==> src/rtl/mulalu_pkg.sv <==
// mulalu shared datapath package.
// Opcode macros, FSM states and iteration count.
`ifndef MULALU_DEFINES_VH
`define MULALU_DEFINES_VH
`define FUNC_MUL 5'b00001
`define FUNC_DIV 5'b00010
`endif

package mulalu_pkg;

    localparam int MULDIV_ITER = 32;
    localparam int CNT_W       = 6;

    typedef enum logic [1:0] {
        IDLE = 2'd0,
        CALC = 2'd1,
        DONE = 2'd2
    } state_t;

    // Magnitude of a 32-bit operand, two's complement when signed.
    function automatic logic [31:0] mag32(
        input logic [31:0] x,
        input logic        sgn
    );
        return (sgn && x[31]) ? (~x + 32'd1) : x;
    endfunction

endpackage

==> src/rtl/mulalu_divcore.sv <==
// mulalu restoring divider core.
// One quotient bit per step on unsigned magnitudes.
module mulalu_divcore (
    input  logic        clk,
    input  logic        resetn,
    input  logic        load,
    input  logic        step,
    input  logic [31:0] dividend,
    input  logic [31:0] divisor,
    output logic [31:0] quo,
    output logic [31:0] rem
);

    logic [31:0] rem_q;
    logic [31:0] quo_q;
    logic [31:0] dvs_q;
    logic [32:0] shifted;
    logic [32:0] diff;

    // Trial subtraction of the divisor from the shifted partial remainder.
    always_comb begin
        shifted = {rem_q, quo_q[31]};
        diff    = shifted - {1'b0, dvs_q};
    end

    // Restore on borrow, otherwise keep difference and shift in a 1.
    always_ff @(posedge clk or negedge resetn) begin
        if (!resetn) begin
            rem_q <= '0;
            quo_q <= '0;
            dvs_q <= '0;
        end else if (load) begin
            rem_q <= '0;
            quo_q <= dividend;
            dvs_q <= divisor;
        end else if (step) begin
            rem_q <= diff[32] ? shifted[31:0] : diff[31:0];
            quo_q <= {quo_q[30:0], ~diff[32]};
        end
    end

    assign quo = quo_q;
    assign rem = rem_q;

endmodule

==> src/rtl/mulalu.sv <==
// mulalu iterative multiply/divide unit.
// 32 radix-2 steps, fixed latency, HI/LO write strobes.
module mulalu
    import mulalu_pkg::*;
(
    input  logic        clk,
    input  logic        resetn,
    input  logic [4:0]  mulalu_func,
    input  logic        mulalu_sign,
    input  logic [31:0] source_a,
    input  logic [31:0] source_b,
    input  logic        flush,
    output logic        stall,
    output logic        hi_write,
    output logic        lo_write,
    output logic [31:0] hi_write_data,
    output logic [31:0] lo_write_data
);

    state_t state_q;
    state_t state_d;

    logic [CNT_W-1:0] cnt_q;
    logic [63:0]      prod_q;
    logic [31:0]      mcand_q;
    logic [31:0]      a_raw_q;
    logic             is_div_q;
    logic             neg_q;
    logic             neg_rem_q;
    logic             bzero_q;

    logic        req;
    logic        load;
    logic        step;
    logic        stall_c;
    logic        done_c;
    logic        sa;
    logic        sb;
    logic [31:0] a_mag;
    logic [31:0] b_mag;
    logic [32:0] sum;
    logic [31:0] quo;
    logic [31:0] rem;
    logic [63:0] prod_fix;
    logic [31:0] q_fix;
    logic [31:0] r_fix;
    logic [63:0] res;

    assign req   = |mulalu_func;
    assign sa    = mulalu_sign & source_a[31];
    assign sb    = mulalu_sign & source_b[31];
    assign a_mag = mag32(source_a, mulalu_sign);
    assign b_mag = mag32(source_b, mulalu_sign);

    // Next state and handshake; flush wins in every state.
    always_comb begin
        state_d = state_q;
        load    = 1'b0;
        step    = 1'b0;
        stall_c = 1'b0;
        done_c  = 1'b0;
        unique case (state_q)
            IDLE: begin
                if (req && !flush) begin
                    load    = 1'b1;
                    stall_c = 1'b1;
                    state_d = CALC;
                end
            end
            CALC: begin
                if (flush) begin
                    state_d = IDLE;
                end else begin
                    step    = 1'b1;
                    stall_c = 1'b1;
                    if (cnt_q == CNT_W'(MULDIV_ITER - 1)) begin
                        state_d = DONE;
                    end
                end
            end
            DONE: begin
                state_d = IDLE;
                done_c  = ~flush;
            end
            default: state_d = IDLE;
        endcase
    end

    // State register.
    always_ff @(posedge clk or negedge resetn) begin
        if (!resetn) begin
            state_q <= IDLE;
        end else begin
            state_q <= state_d;
        end
    end

    // Iteration counter, cleared on accept.
    always_ff @(posedge clk or negedge resetn) begin
        if (!resetn) begin
            cnt_q <= '0;
        end else if (load) begin
            cnt_q <= '0;
        end else if (step) begin
            cnt_q <= cnt_q + 1'b1;
        end
    end

    // Operand latch and sign bookkeeping at accept.
    always_ff @(posedge clk or negedge resetn) begin
        if (!resetn) begin
            mcand_q   <= '0;
            a_raw_q   <= '0;
            is_div_q  <= 1'b0;
            neg_q     <= 1'b0;
            neg_rem_q <= 1'b0;
            bzero_q   <= 1'b0;
        end else if (load) begin
            mcand_q   <= a_mag;
            a_raw_q   <= source_a;
            is_div_q  <= (mulalu_func == `FUNC_DIV);
            neg_q     <= sa ^ sb;
            neg_rem_q <= sa;
            bzero_q   <= (source_b == 32'd0);
        end
    end

    // Shift-add multiply: conditionally add multiplicand, shift right.
    always_comb begin
        sum = {1'b0, prod_q[63:32]}
            + (prod_q[0] ? {1'b0, mcand_q} : 33'd0);
    end

    // Product accumulator; low half starts as the multiplier.
    always_ff @(posedge clk or negedge resetn) begin
        if (!resetn) begin
            prod_q <= '0;
        end else if (load) begin
            prod_q <= {32'd0, b_mag};
        end else if (step && !is_div_q) begin
            prod_q <= {sum, prod_q[31:1]};
        end
    end

    mulalu_divcore u_divcore (
        .clk      (clk),
        .resetn   (resetn),
        .load     (load),
        .step     (step & is_div_q),
        .dividend (a_mag),
        .divisor  (b_mag),
        .quo      (quo),
        .rem      (rem)
    );

    // Sign fix-up and divide-by-zero result selection.
    always_comb begin
        prod_fix = neg_q ? (~prod_q + 64'd1) : prod_q;
        q_fix    = neg_q ? (~quo + 32'd1) : quo;
        r_fix    = neg_rem_q ? (~rem + 32'd1) : rem;
        if (!is_div_q) begin
            res = prod_fix;
        end else if (bzero_q) begin
            res = {a_raw_q, 32'hFFFF_FFFF};
        end else begin
            res = {r_fix, q_fix};
        end
    end

    assign stall         = resetn & stall_c;
    assign hi_write      = done_c;
    assign lo_write      = done_c;
    assign hi_write_data = done_c ? res[63:32] : 32'd0;
    assign lo_write_data = done_c ? res[31:0] : 32'd0;

endmodule
==> config.mk <==
export PLATFORM = sky130hd
export DESIGN_NAME = mulalu
export DESIGN_NICKNAME = d
export VERILOG_FILES = /design/src/rtl/mulalu_pkg.sv /design/src/rtl/mulalu_divcore.sv /design/src/rtl/mulalu.sv
export SDC_FILE = /design/constraint.sdc
export NUM_CORES = 1
export LEC_CHECK = 0
export CORE_MARGIN = 5
export CORE_UTILIZATION = 54
export CTS_CLUSTER_DIAMETER = 120
export CTS_CLUSTER_SIZE = 30
export DETAILED_ROUTE_END_ITERATION = 6
export PLACE_DENSITY = 0.84
export SYNTH_ARGS = -nofsm -noshare
export SYNTH_HDL_FRONTEND = slang
export SYNTH_SLANG_ARGS = --single-unit
export TNS_END_PERCENT = 30
==> constraint.sdc <==
create_clock -name clk -period 3.7 [get_ports clk]
set_clock_uncertainty 0.1 [all_clocks]
set_input_delay 0.74 -clock clk [delete_from_list [all_inputs] [get_ports clk]]
set_output_delay 0.74 -clock clk [all_outputs]
set_load 0.005 [all_outputs]
==> results_dict.tcl <==
set metrics [dict create \
    status "complete, but fails checks" \
    violations "DRC, setup timing" \
    cp-end-kind "output pin" \
    dr.pass1.iters 7 \
    crit_path_max_fanout 4 \
    synth_edf_count 0 \
    worstPathCellList "or4_4, or3_4, or4_4, buf_4, nor2_4, buf_6, nand3_4, buf_4, o41ai_4, xnor2_1, nor2_1, a211oi_1, buf_2" \
    dp_slack_ps -801.0 \
    chipWidth_um 193.0 \
    slowest_stage "or4_4" \
    ir_drop_mv 0.3982 \
    synth_top_cell_area_share_pct 32.51 \
    synth_seq_area_share_pct 32.51 \
    place.gp.congestion 0.9868 \
    met2WireLength_um 30820 \
    min_to "mcand_q[22]" \
    core_area_um2 33280 \
    slew_headroom_pct 36.21 \
    cts_tree "yes" \
    vias 19380 \
    synthSimpleGateAreaFrac_pct 23.55 \
    grt_max_degree 160 \
    dieHeight_um 193.0 \
    fin_hold_ws_ps 387.3 \
    critPathTopFamily "simple AND/OR/NAND/NOR gates" \
    cts_buffers 12 \
    cts.path.max_buffers 3 \
    synth_xor_area_share_pct 11.42 \
    antenna_cells 0 \
    clock_sinks 235 \
    crit_arrival_ps 3790 \
    antenna_found_initial 0 \
    htree_levels 1 \
    syn_nets 2424 \
    vias_per_cell 6.329 \
    timing.fmax_mhz 216.0 \
    worst_slew_pin_slew_ps 956.9 \
    ios 140 \
    synth.distinct_cells 74 \
    hold_viol 0 \
    placed_cells 3020 \
    synth_top_family_by_area "simple AND/OR/NAND/NOR gates" \
    reg2reg_slack_ps 60 \
    muxShareOfSynthArea_pct 2.781 \
    yosys_warnings 0 \
    rsz0062_at_grt "yes" \
    ys.flop_type "dfrtp_1" \
    fin_nets 2756 \
    synth_area_um2 18090 \
    num_rows 67 \
    required_ps 2860 \
    first_global_vias 18670 \
    synth_most_common_cell "nand2_1" \
    path_buf_inv 4 \
    total_power_mw 10.83 \
    period_share_pct 125.1 \
    route.met3.wl_um 5358 \
    drc_errors 2 \
    die_area_um2 37260 \
    synth_async_sr_flop_share_pct 100.0 \
    reg2reg_to "prod_q[59]" \
    startpoint "prod_q[28]" \
    hp-class "reg -> reg" \
    setup_viol 55 \
    crit_path_start_kind "flop" \
    crit_type "reg -> out" \
    yosysTopAreaCell "dfrtp_1" \
    instances_no_fill 3062 \
    synth.avg_cell_area_um2 7.937 \
    clkLatencyLatePin_ps 520 \
    period_needed_ps 4630 \
    top_layer "met4" \
    syn2layout_area_growth_pct 28.19 \
    avgRoutedWirePerCell_um 21.60 \
    route.final.wire_length_um 66130 \
    final-max-slew-violation-count 0 \
    r2r-start "prod_q[0]" \
    drive_gt1_share_pct 19.85 \
    synth_common_cells "nand2_1 (366), dfrtp_1 (235), a21oi_1 (206)" \
    yosys-top-cells-area "dfrtp_1 (33%), nand2_1 (7.6%), xnor2_1 (5.9%), a21oi_1 (5.7%), xor2_1 (5.4%)" \
    synth_cells 2279 \
    min-delay-start "mcand_q[22]" \
    grt_usage_pct 34.44 \
    worst_slack_ps -930.2 \
    grt_overflow 0 \
    powerDensity_nw_per_um2 467.0 \
    synth_compound_area_share_pct 20.70 \
    ant_nets 0 \
    m1WireLength_um 26010 \
    fillerInstances 2573 \
    grt_pass1_wl_um 101900 \
    slowest_delay_ps 550 \
    p_leak_nw 10.52 \
    maxCapViolations 0 \
    final_util_pct 69.67 \
    synthAdderAreaFrac_pct 5.063 \
    cts_root_buf "clkbuf_16" \
    start_util_pct 54.35 \
    r2r_cells 15 \
    first_iter_violations 2109 \
    hpwl_um 48170 \
    portBuffers 139 \
    holdPathStages 2 \
    synth-seq-cells 235 \
    clk_pin_slew_ps 120 \
]
-- kinds of logic (layout without fill, tap and decap cells) --
group | Yosys count | after routing
buffers and inverters | 190 | 525
AOI/OAI and AO/OA | 601 | 601
xor gates and xnor gates | 235 | 235
muxes | 50 | 50
and+or+nand+nor | 896 | 896
DFF | 235 | 235
adders and majority gates | 72 | 72
-- area by class of cell --
type | instances | area [µm²] | share of cell area [%]
clock buffers | 14 | 329.1 | 1.419
clock inverters | 3 | 66.31 | 0.2860
inverters | 61 | 229.0 | 0.9875
multi-input cells | 1854 | 12360 | 53.30
flip-flops and latches | 235 | 5888 | 25.39
well taps | 448 | 560.5 | 2.417
repair buffers | 447 | 3756 | 16.20
-- power breakdown --
group | switching (mW) | leakage (nW) | total [mW] | internal, mW
Clock | 0.960 | 0.192 | 1.70 | 0.737
Combinational | 3.18 | 7.47 | 5.53 | 2.35
Sequential | 0.443 | 2.86 | 3.60 | 3.15
-- sequential cells by signal, summed over array words and instances, names as in the netlist --
name	cells
a_raw_q	31
is_div_q	1
state_q	2
mcand_q	32
u_divcore.quo	32
cnt_q	6
bzero_q	1
u_divcore.rem	32
neg_rem_q	1
neg_q	1
u_divcore.dvs_q	32
prod_q	64
-- worst reg2reg max path: stages (launching register included) --
cell      delay [ps]
dfrtp_1          400
buf_4            150
buf_6            170
and2_1           190
ha_1             220
fa_1             450
a21o_1           210
a21o_1           200
a21oi_2          170
o31ai_1          140
a221oi_2         360
o21ai_2          160
buf_4            170
a31oi_1          210
xnor2_1          140
o21ai_0           90
-- per-layer routing --
layer	vias up	GRT usage, %
met2	1068	56.86
met1	9322	45.14
met5	-	0
met3	270	4.717
li1	8720	-
met4	0	15.99
-- worst max path at each step --
stage | end | slack [ps] | cells past startpoint
floorplan | lo_write_data[25] | -50 | 9
global placement | hi_write_data[22] | -790 | 12
detailed placement | hi_write_data[22] | -800 | 11
CTS | hi_write_data[22] | -1130 | 11
global route | hi_write_data[25] | -1030 | 13
finish | hi_write_data[25] | -930 | 13
-- placed cells by master, fill, tap and decap left out, types with 13 or more instances in the layout --
cell,synthesis,final
a21o_1,38,38
a21oi_1,206,202
and2_1,38,38
and3_1,65,65
buf_12,0,13
buf_2,2,31
buf_4,1,280
buf_6,0,17
clkbuf_16,0,13
clkdlybuf4s50_1,0,88
dfrtp_1,235,231
ha_1,70,70
inv_1,60,60
mux2i_1,48,46
nand2_1,366,361
nand2b_1,16,16
nand3_1,66,64
nor2_1,178,174
nor2b_1,13,13
nor3_1,23,21
nor4_1,17,13
o211ai_1,16,16
o21ai_0,140,121
o22ai_1,16,14
o31ai_1,56,34
o31ai_4,1,16
o41ai_1,21,13
or3_1,33,24
or3_4,5,14
or4_1,20,14
xnor2_1,122,119
xor2_1,112,112
-- repair_timing --
action                                  in CTS  in global routing
resized for setup                          243                 90
endpoints found under the hold margin       11                  0
endpoints found under the setup margin      87                 98
hold buffers                                 1                  0
pin swaps                                   54                 51
setup buffers                               11                 15
-- metrics by stage --
step,setup TNS (ps),area (µm²)
after CTS,-37150,22830
after global routing,-38190,23190
final,-33180,23190
after floorplan,-116.1,18110
after detailed placement,-26660,21890
after global placement,-25170,21890
Power figures use the tool's default switching activity.
